File: config.mk
export PLATFORM = sky130hd
export DESIGN_NAME = multicycle_ctrl
export DESIGN_NICKNAME = d
export VERILOG_FILES = /design/src/rtl/multicycle_ctrl.sv
export SDC_FILE = /design/constraint.sdc
export NUM_CORES = 1
export LEC_CHECK = 0
export BUFFER_PORTS_ARGS = -buffer_cell sky130_fd_sc_hd__buf_2
export CAP_MARGIN = 20
export CORE_MARGIN = 3
export CORE_UTILIZATION = 54
export CTS_BUF_LIST = sky130_fd_sc_hd__clkbuf_16
export DETAILED_ROUTE_END_ITERATION = 10
export PLACE_DENSITY = 0.84
export SYNTH_ARGS = -nofsm -noshare
export SYNTH_HDL_FRONTEND = slang
export SYNTH_SLANG_ARGS = --single-unit
File: constraint.sdc
create_clock -name clk -period 4.6 [get_ports clk]
set_input_delay 0.46 -clock clk [delete_from_list [all_inputs] [get_ports clk]]
set_output_delay 0.46 -clock clk [all_outputs]
set_load 0.005 [all_outputs]
File: src/rtl/multicycle_ctrl.sv
// multicycle_ctrl: control sequencer for the multi-cycle MIPS-subset datapath.
// Steps each instruction through FETCH/DECODE/EXEC/MEM/WB, drives the datapath
// enables and mux selects, and traps on overflow, illegal opcodes or a stalled
// memory (watchdog).
module multicycle_ctrl #(
  parameter int unsigned TIMEOUT = 16
) (
  input  logic       clk,
  input  logic       rst_n,
  input  logic [5:0] opcode,
  input  logic [5:0] funct,
  input  logic       zero,
  input  logic       overflow,
  input  logic       mem_ready,
  output logic       mem_req,
  output logic       IorD,
  output logic       IRWr,
  output logic       PCWr,
  output logic [1:0] PCsrc,
  output logic       MemWr,
  output logic       RegWr,
  output logic [1:0] RegDst,
  output logic [1:0] MemToReg,
  output logic       ALUsrcA,
  output logic [1:0] ALUsrcB,
  output logic       ImmZext,
  output logic [2:0] ALUctrl,
  output logic       instr_done,
  output logic       err,
  output logic [1:0] err_code
);

  // Watchdog counter wide enough to hold TIMEOUT-1; at least one bit.
  localparam int unsigned WD_W = $clog2(TIMEOUT + 32'd2);

  localparam logic [5:0] OP_RTYPE = 6'h00;
  localparam logic [5:0] OP_J     = 6'h02;
  localparam logic [5:0] OP_JAL   = 6'h03;
  localparam logic [5:0] OP_BEQ   = 6'h04;
  localparam logic [5:0] OP_BNE   = 6'h05;
  localparam logic [5:0] OP_ADDI  = 6'h08;
  localparam logic [5:0] OP_XORI  = 6'h0E;
  localparam logic [5:0] OP_LW    = 6'h23;
  localparam logic [5:0] OP_SW    = 6'h2B;

  localparam logic [5:0] F_JR  = 6'h08;
  localparam logic [5:0] F_ADD = 6'h20;
  localparam logic [5:0] F_SUB = 6'h22;
  localparam logic [5:0] F_SLT = 6'h2A;

  localparam logic [2:0] ALU_ADD = 3'b000;
  localparam logic [2:0] ALU_SUB = 3'b001;
  localparam logic [2:0] ALU_XOR = 3'b010;
  localparam logic [2:0] ALU_SLT = 3'b011;

  localparam logic [1:0] TRAP_OVF  = 2'b01;
  localparam logic [1:0] TRAP_ILL  = 2'b10;
  localparam logic [1:0] TRAP_WDOG = 2'b11;

  typedef enum logic [3:0] {
    S_IDLE, S_FETCH, S_DECODE, S_EXEC_R, S_EXEC_I, S_WB_R, S_WB_I, S_MEM_ADDR,
    S_MEM_RD, S_MEM_WR, S_WB_MEM, S_BRANCH, S_JUMP, S_JAL, S_JR, S_TRAP
  } state_t;

  state_t            state_q, state_d;
  logic              err_q, err_d;
  logic [1:0]        err_code_q, err_code_d;
  logic [WD_W-1:0]   wd_q, wd_d;
  logic [1:0]        trap_code_s;
  logic              wait_s;
  logic              wd_hit_s;

  // Next state, trap capture and watchdog bookkeeping.
  always_comb begin
    state_d     = state_q;
    trap_code_s = 2'b00;
    wd_d        = {WD_W{1'b0}};
    wait_s      = ((state_q == S_FETCH) || (state_q == S_MEM_RD) || (state_q == S_MEM_WR))
                  && !mem_ready;
    wd_hit_s    = (TIMEOUT != 32'd0) && ((32'(wd_q) + 32'd1) == 32'(TIMEOUT));

    case (state_q)
      S_IDLE:     state_d = S_FETCH;
      S_FETCH:    state_d = mem_ready ? S_DECODE : S_FETCH;
      S_DECODE: begin
        case (opcode)
          OP_RTYPE: begin
            case (funct)
              F_ADD, F_SUB, F_SLT: state_d = S_EXEC_R;
              F_JR:                state_d = S_JR;
              default: begin
                state_d     = S_TRAP;
                trap_code_s = TRAP_ILL;
              end
            endcase
          end
          OP_LW, OP_SW:     state_d = S_MEM_ADDR;
          OP_BEQ, OP_BNE:   state_d = S_BRANCH;
          OP_J:             state_d = S_JUMP;
          OP_JAL:           state_d = S_JAL;
          OP_ADDI, OP_XORI: state_d = S_EXEC_I;
          default: begin
            state_d     = S_TRAP;
            trap_code_s = TRAP_ILL;
          end
        endcase
      end
      S_EXEC_R: begin
        if (overflow && ((funct == F_ADD) || (funct == F_SUB))) begin
          state_d     = S_TRAP;
          trap_code_s = TRAP_OVF;
        end else begin
          state_d = S_WB_R;
        end
      end
      S_EXEC_I: begin
        if (overflow && (opcode == OP_ADDI)) begin
          state_d     = S_TRAP;
          trap_code_s = TRAP_OVF;
        end else begin
          state_d = S_WB_I;
        end
      end
      S_MEM_ADDR: state_d = (opcode == OP_LW) ? S_MEM_RD : S_MEM_WR;
      S_MEM_RD:   state_d = mem_ready ? S_WB_MEM : S_MEM_RD;
      S_MEM_WR:   state_d = mem_ready ? S_FETCH : S_MEM_WR;
      S_WB_R, S_WB_I, S_WB_MEM, S_BRANCH, S_JUMP, S_JAL, S_JR: state_d = S_FETCH;
      S_TRAP:     state_d = S_TRAP;
      default:    state_d = S_IDLE;
    endcase

    // A stall keeps the count running; any state change restarts it.
    if (wait_s) begin
      if (wd_hit_s) begin
        state_d     = S_TRAP;
        trap_code_s = TRAP_WDOG;
        wd_d        = {WD_W{1'b0}};
      end else begin
        wd_d = wd_q + WD_W'(1'b1);
      end
    end else begin
      wd_d = {WD_W{1'b0}};
    end

    // The cause is latched only on the transition into TRAP.
    if ((state_d == S_TRAP) && (state_q != S_TRAP)) begin
      err_d      = 1'b1;
      err_code_d = trap_code_s;
    end else begin
      err_d      = err_q;
      err_code_d = err_code_q;
    end
  end

  // Datapath controls decoded from the current state.
  always_comb begin
    mem_req    = 1'b0;
    IorD       = 1'b0;
    IRWr       = 1'b0;
    PCWr       = 1'b0;
    PCsrc      = 2'b00;
    MemWr      = 1'b0;
    RegWr      = 1'b0;
    RegDst     = 2'b00;
    MemToReg   = 2'b00;
    ALUsrcA    = 1'b0;
    ALUsrcB    = 2'b00;
    ImmZext    = 1'b0;
    ALUctrl    = ALU_ADD;
    instr_done = 1'b0;
    case (state_q)
      S_FETCH: begin
        mem_req = 1'b1;
        ALUsrcB = 2'b01;
        IRWr    = mem_ready;
        PCWr    = mem_ready;
      end
      S_DECODE:   ALUsrcB = 2'b11;
      S_EXEC_R: begin
        ALUsrcA = 1'b1;
        case (funct)
          F_SUB:   ALUctrl = ALU_SUB;
          F_SLT:   ALUctrl = ALU_SLT;
          default: ALUctrl = ALU_ADD;
        endcase
      end
      S_EXEC_I: begin
        ALUsrcA = 1'b1;
        ALUsrcB = 2'b10;
        if (opcode == OP_XORI) begin
          ALUctrl = ALU_XOR;
          ImmZext = 1'b1;
        end else begin
          ALUctrl = ALU_ADD;
          ImmZext = 1'b0;
        end
      end
      S_WB_R: begin
        RegWr      = 1'b1;
        RegDst     = 2'b01;
        instr_done = 1'b1;
      end
      S_WB_I: begin
        RegWr      = 1'b1;
        instr_done = 1'b1;
      end
      S_MEM_ADDR: begin
        ALUsrcA = 1'b1;
        ALUsrcB = 2'b10;
      end
      S_MEM_RD: begin
        mem_req = 1'b1;
        IorD    = 1'b1;
      end
      S_WB_MEM: begin
        RegWr      = 1'b1;
        MemToReg   = 2'b01;
        instr_done = 1'b1;
      end
      S_MEM_WR: begin
        mem_req    = 1'b1;
        IorD       = 1'b1;
        MemWr      = 1'b1;
        instr_done = mem_ready;
      end
      S_BRANCH: begin
        ALUsrcA    = 1'b1;
        ALUctrl    = ALU_SUB;
        PCsrc      = 2'b01;
        PCWr       = (opcode == OP_BEQ) ? zero : ~zero;
        instr_done = 1'b1;
      end
      S_JUMP: begin
        PCWr       = 1'b1;
        PCsrc      = 2'b10;
        instr_done = 1'b1;
      end
      S_JAL: begin
        PCWr       = 1'b1;
        PCsrc      = 2'b10;
        RegWr      = 1'b1;
        RegDst     = 2'b10;
        MemToReg   = 2'b10;
        instr_done = 1'b1;
      end
      S_JR: begin
        PCWr       = 1'b1;
        PCsrc      = 2'b11;
        instr_done = 1'b1;
      end
      default: mem_req = 1'b0;
    endcase
  end

  assign err      = err_q;
  assign err_code = err_code_q;

  // State, trap flag and watchdog registers with synchronous active-low reset.
  always_ff @(posedge clk) begin
    if (!rst_n) begin
      state_q    <= S_IDLE;
      err_q      <= 1'b0;
      err_code_q <= 2'b00;
      wd_q       <= {WD_W{1'b0}};
    end else begin
      state_q    <= state_d;
      err_q      <= err_d;
      err_code_q <= err_code_d;
      wd_q       <= wd_d;
    end
  end

endmodule

==> metrics.csv, run 1 <==
metric;value;unit
status;complete, no violations;
fp-row-count;16;
first_global_vias;1302;
wl_cell;14.77;microns
power_leakage;0.6416;nW
fin_tns_setup;0;ps
p_total;0.7116;mW
postSynthRegisterBits;12;
drt-pass1-iter-count;4;
crit_path_max_incr_delay;670;ps
final_layout_size_suffix_gt1_frac;0.2402;
clockBufferDepth;2;
setup_repair_after_global_routing_missed_its_margin;false;
final-max-slew-violation-count;0;
dp.final_hpwl;2.568;mm
cts_root_buf;sky130_fd_sc_hd__clkbuf_16;
start_util;0.6007;
tritoncts;built;
syn_area;1239;sq um
pwr_density_cell;487.3;nW/um^2
vdd_drop_max;410.2;uV
port_buffers;38;
numCtsBuffers;3;
worst-setup-path-type;register to output pin;
cts.clk_slew.worst_paths;50;ps
horizontal_die_dimension;53.90;microns
highest_achievable_clock_rate;403.1;MHz
cp_data_arrival_time;2020;ps
core_area;2062;sq um
hold_bufs_at_cts;0;
timing.final.crit_period;2480;ps
post_cts.repair.setup_buffers;0;
htreeDepth;1;
finalCritPeriodShare;0.5392;
maxCapViolations;0;
maximum_number_of_pins_on_one_net_before_global_route_repair;22;
top_level_ports;40;
antennaDiodeCount;0;
cp_max_fo;17;
critical_path.startpoint_type;register;
synth-main-ff-cell;sky130_fd_sc_hd__dfxtp_1;
cp_num_buf_inv;1;
synth.net_count;196;
antenna_found_initial;0;
hold_violations;0;
design.final.nets;223;
yosysWarnings;0;
worstPathRequired;4140;ps
number_of_distinct_library_cells_after_synthesis;53;
synth_top_cell_by_area;sky130_fd_sc_hd__dfxtp_1;
clock_sinks;12;
drc_errors;0;
largest_clock_skew_in_the_final_design;4.082;ps
worst_slew_pin_slew;767.2;ps
synth-edff-count;0;
gp_routability_congestion;0.8383;
detail-route-antenna-nets;0;
clock_latency;250;ps
synth_seq_area_share;0.1939;
maxSlewHeadroom;0.4878;
hp-class;register to register;
setup_viol;0;
gr-total-overflow;0;
async_flop_share;0;
yosys.cell_count.top_type;sky130_fd_sc_hd__nor2_1;
synth.cells.most_frequent;sky130_fd_sc_hd__nor2_1 (25), sky130_fd_sc_hd__nand2_1 (14), sky130_fd_sc_hd__dfxtp_1 (12);
syn_inst;178;
grt_pass1_wl;5.423;mm
timing.critical_path.cells;nor4b_2 > and2_1 > and4_1 > o21bai_1 > buf_2;
grt_use_total;0.2560;
synth.avg_cell_area;6.959;sq um
flow.area_growth_from_synthesis;17.88;%
synth.top_cell.area_share;0.1939;
drt-initial-drc-count;50;
synth_area_leaders;sky130_fd_sc_hd__dfxtp_1 (19%), sky130_fd_sc_hd__nor2_1 (7.6%), sky130_fd_sc_hd__nand2_1 (4.2%), sky130_fd_sc_hd__buf_2 (3.2%), sky130_fd_sc_hd__nor3_1 (3.2%);
detailroute.via_count;1440;
critPathSlowestCell;sky130_fd_sc_hd__dfxtp_1;
routed_wl;3.411;mm
detail_route.vias_per_cell;6.234;
floorplan.die.height;53.90;microns
design.die.area;2905;sq um
worstSetupEndpointType;output pin;
ctsResizeCount;0;
path_delay_family;simple AND/OR/NAND/NOR gates;
==> power by group <==
part	switching, mW	leakage, nW	internal, mW	total, mW
registers	0.0809	0.0975	0.124	0.205
logic	0.191	0.506	0.151	0.342
clock network	0.0498	0.0385	0.115	0.165
total	0.321	0.642	0.390	0.712
==> per-layer routing <==
metal	routed length, microns	part of all wire	track usage
met2	1763	0.52	0.4778
met4	63	0.018	0.1149
met5	0	0	0
met3	244	0.072	0.05263
met1	1340	0.39	0.2709
==> final cells by class <==
| class | count | area, sq um |
|---|---|---|
| clock buffer | 3 | 75.07 |
| clock inverter | 1 | 3.754 |
| fill | 180 | 601.8 |
| inverter | 9 | 33.78 |
| multi-input combinational | 141 | 883.3 |
| sequential | 12 | 240.2 |
| tap | 27 | 33.78 |
| timing repair buffer | 38 | 190.2 |
==> registers in the layout (all words and copies together), names as in the netlist <==
signal / cells
err: 1
wd_q: 5
state_q: 4
err_code: 2
==> cell families (layout without fill, tap and decap cells) <==
family / Yosys count / in the layout / synth area share
simple gates: 87 / 87 / 0.3950
compound gates: 46 / 46 / 0.2626
buf+inv: 25 / 51 / 0.09294
flops: 12 / 12 / 0.1939
xor+xnor: 6 / 6 / 0.04242
fa+ha+maj: 1 / 1 / 0.01010
other cells: 1 / 1 / 0.003027
==> per-stage QoR <==
step                      instances  area (sq um)  hold slack (ps)  worst slack [ps]    util
after floorplan                 178          1239            437.6              2497       -
after global placement          227          1381            446.5              2262  0.6699
after detailed placement        227          1381            449.4              2156  0.6699
after CTS                       231          1460            459.7              2124  0.7081
after global routing            231          1460            488.4              1968  0.7081
final                           231          1460            456.8              2120  0.7081
==> path summary, 6_finish.rpt <==
path	start	to	slack [ps]	cells after the start
worst max-delay path	state_q[2]	ALUctrl[1]	2120	5
worst min-delay path	err	err	460	1
worst max register to register	state_q[0]	err_code[0]	2160	7
worst min register to register	err	err	460	1
==> cells in the final DEF (no fill, tap or decap), types with 3 or more instances in the layout <==
master / instances
sky130_fd_sc_hd__a21oi_1: 7
sky130_fd_sc_hd__o22ai_1: 3
sky130_fd_sc_hd__and3_1: 5
sky130_fd_sc_hd__clkbuf_16: 3
sky130_fd_sc_hd__o21ai_1: 5
sky130_fd_sc_hd__nor4_1: 5
sky130_fd_sc_hd__inv_1: 7
sky130_fd_sc_hd__nor2_1: 25
sky130_fd_sc_hd__dfxtp_1: 12
sky130_fd_sc_hd__nand2_1: 14
sky130_fd_sc_hd__and2_1: 3
sky130_fd_sc_hd__nor3_1: 8
sky130_fd_sc_hd__o31ai_1: 5
sky130_fd_sc_hd__buf_2: 38
sky130_fd_sc_hd__nor2b_1: 5
sky130_fd_sc_hd__xor2_1: 4
sky130_fd_sc_hd__nand3_1: 5
(Power assumes the default switching activity.)
==> run 2: changes to the inputs <==
Settings changed: CORE_UTILIZATION 54 to 51, PLACE_DENSITY 0.84 to 0.8.
Clock period 4.6 ns to 2.5 ns, I/O delays scaled along.
==> metrics.csv, run 2 (synthesized netlist as in run 1, its figures left out) <==
metric;value;unit;change
dp.final_hpwl;2.623;mm;+2.2%
status;complete, no violations;;
setup_viol;0;;unchanged
maximum_number_of_pins_on_one_net_before_global_route_repair;20;;-9.1%
clock_latency;240;ps;about the same
maxCapViolations;0;;unchanged
detail_route.vias_per_cell;6.000;;-3.8%
tritoncts;built;;
cts_root_buf;sky130_fd_sc_hd__clkbuf_16;;
gp_routability_congestion;0.8426;;+0.51%
final_common_cell;sky130_fd_sc_hd__buf_2;;
port_buffers;38;;unchanged
largest_reg_flops;5;;unchanged
setup_repair_after_global_routing_missed_its_margin;false;;
worst_slew_pin_slew;614.0;ps;-153.2 ps
biggest_register;wd_q;;
power_leakage;0.6668;nW;+3.9%
dpl_cell_area;1420;sq um;+2.8%
largest_clock_skew_in_the_final_design;1.539;ps;-2.543 ps
grt_use_total;0.2362;;-0.01984
cts.clk_slew.worst_paths;40;ps;about the same
vdd_drop_max;968.6;uV;+140%
highest_achievable_clock_rate;446.9;MHz;
hold_violations;0;;unchanged
crit-reg2reg-launch;state_q[3];;
cp_data_arrival_time;2370;ps;+350 ps
fin_tns_setup;0;ps;unchanged
ctsResizeCount;0;;unchanged
wl_cell;14.92;microns;+1.1%
detail-route-antenna-nets;0;;unchanged
routed_wl;3.537;mm;+3.7%
timing.final.crit_period;2238;ps;
clockBufferDepth;2;;unchanged
worst-setup-path-type;register to register;;
dp.cells;233;;+2.6%
hold_path.startpoint;rst_n;;
dp_worst_setup_slack;313.1;ps;-1843 ps
worstSetupEndpointType;register;;
layout.cells.non_filler;237;;+2.6%
multi_input_comb_area;883.3;sq um;unchanged
design.die.area;3056;sq um;+5.2%
top_level_ports;40;;unchanged
antennaDiodeCount;0;;unchanged
drt-initial-drc-count;77;;+54%
hold_bufs_at_cts;0;;unchanged
drt-pass1-iter-count;8;;+4
antenna_found_initial;0;;unchanged
register_area;240.2;sq um;unchanged
finalCritPeriodShare;0.8950;;
worst_slack;262.4;ps;-1857 ps
gr-total-overflow;0;;unchanged
maxSlewHeadroom;0.5901;;+0.1023
flow.area_growth_from_synthesis;21.01;%;
worstPathRequired;2630;ps;-1510 ps
start_util;0.5494;;-0.05134
grt_pass1_wl;6.127;mm;+13%
first_global_vias;1365;;+4.8%
clock_sinks;12;;unchanged
final_standard_cell_area_without_fillers;1499;sq um;+2.7%
horizontal_die_dimension;55.28;microns;+2.6%
drc_errors;0;;unchanged
critical_path.startpoint;state_q[3];;
cp_max_fo;19;;+2
core_area;2255;sq um;+9.3%
fp-row-count;17;;+1
post_cts.repair.setup_buffers;0;;unchanged
final-max-slew-violation-count;0;;unchanged
holdWs;333.5;ps;-123.3 ps
pwr_density_cell;909.0;nW/um^2;+87%
hp-class;input pin to register;;
critical_path.startpoint_type;register;;
numCtsBuffers;3;;unchanged
final_cell_mix;sky130_fd_sc_hd__buf_2 (38), sky130_fd_sc_hd__nor2_1 (25), sky130_fd_sc_hd__nand2_1 (14);;
final_layout_size_suffix_gt1_frac;0.2584;;+0.01818
detailroute.via_count;1422;;-1.3%
htreeDepth;1;;unchanged
floorplan.die.height;55.28;microns;+2.6%
nFillCells;207;;+15%
design.final.nets;228;;+2.2%
==> run 2: changes by cell type in the layout (fill, tap and decap cells not counted), sizes merged <==
cell  previous run  this run
buf             38        43
==> run 2: routing by layer <==
metal	global-route usage	share of wire
met1	0.3063	0.45
met2	0.3953	0.47
met3	0.03738	0.066
met4	0.07986	0.016
met5	0	0
==> run 2: per-stage QoR <==
stage | power (mW) | utilization
floorplan | 0.8228 | -
global placement | 1.035 | 0.6299
detailed placement | 1.053 | 0.6299
CTS | 1.351 | 0.6648
global route | 1.470 | 0.6648
finish | 1.363 | 0.6648
==> run 2: critical path, cell delays in order, from the launching register on <==
cell	delay, ps
sky130_fd_sc_hd__dfxtp_1	700
sky130_fd_sc_hd__nor4b_2	140
sky130_fd_sc_hd__and2_1	210
sky130_fd_sc_hd__nor3b_2	160
sky130_fd_sc_hd__a21oi_1	270
sky130_fd_sc_hd__a41oi_1	190
sky130_fd_sc_hd__and3_1	240
sky130_fd_sc_hd__o211a_1	200
==> run 2: worst paths after layout <==
| check | endpoint | slack, ps | cells past startpoint |
|---|---|---|---|
| setup / recovery | err_code[1] | 260 | 7 |
| hold reg to reg | wd_q[0] | 470 | 1 |
| hold / removal | state_q[2] | 330 | 2 |
| setup reg to reg | err_code[1] | 260 | 7 |
==> run 2: where the power goes <==
| part | switching [mW] | leakage, nW | internal, mW |
|---|---|---|---|
| registers | 0.0855 | 0.0975 | 0.229 |
| logic | 0.434 | 0.531 | 0.323 |
| clock network | 0.0798 | 0.0385 | 0.210 |
==> run 2: area by class of cell <==
type,instances,area share
multi-input combinational,141,0.5893
sequential,12,0.1603
timing repair buffer,43,0.1519
clock buffer,3,0.05008
tap,28,0.02337
inverter,9,0.02254
clock inverter,1,0.002504
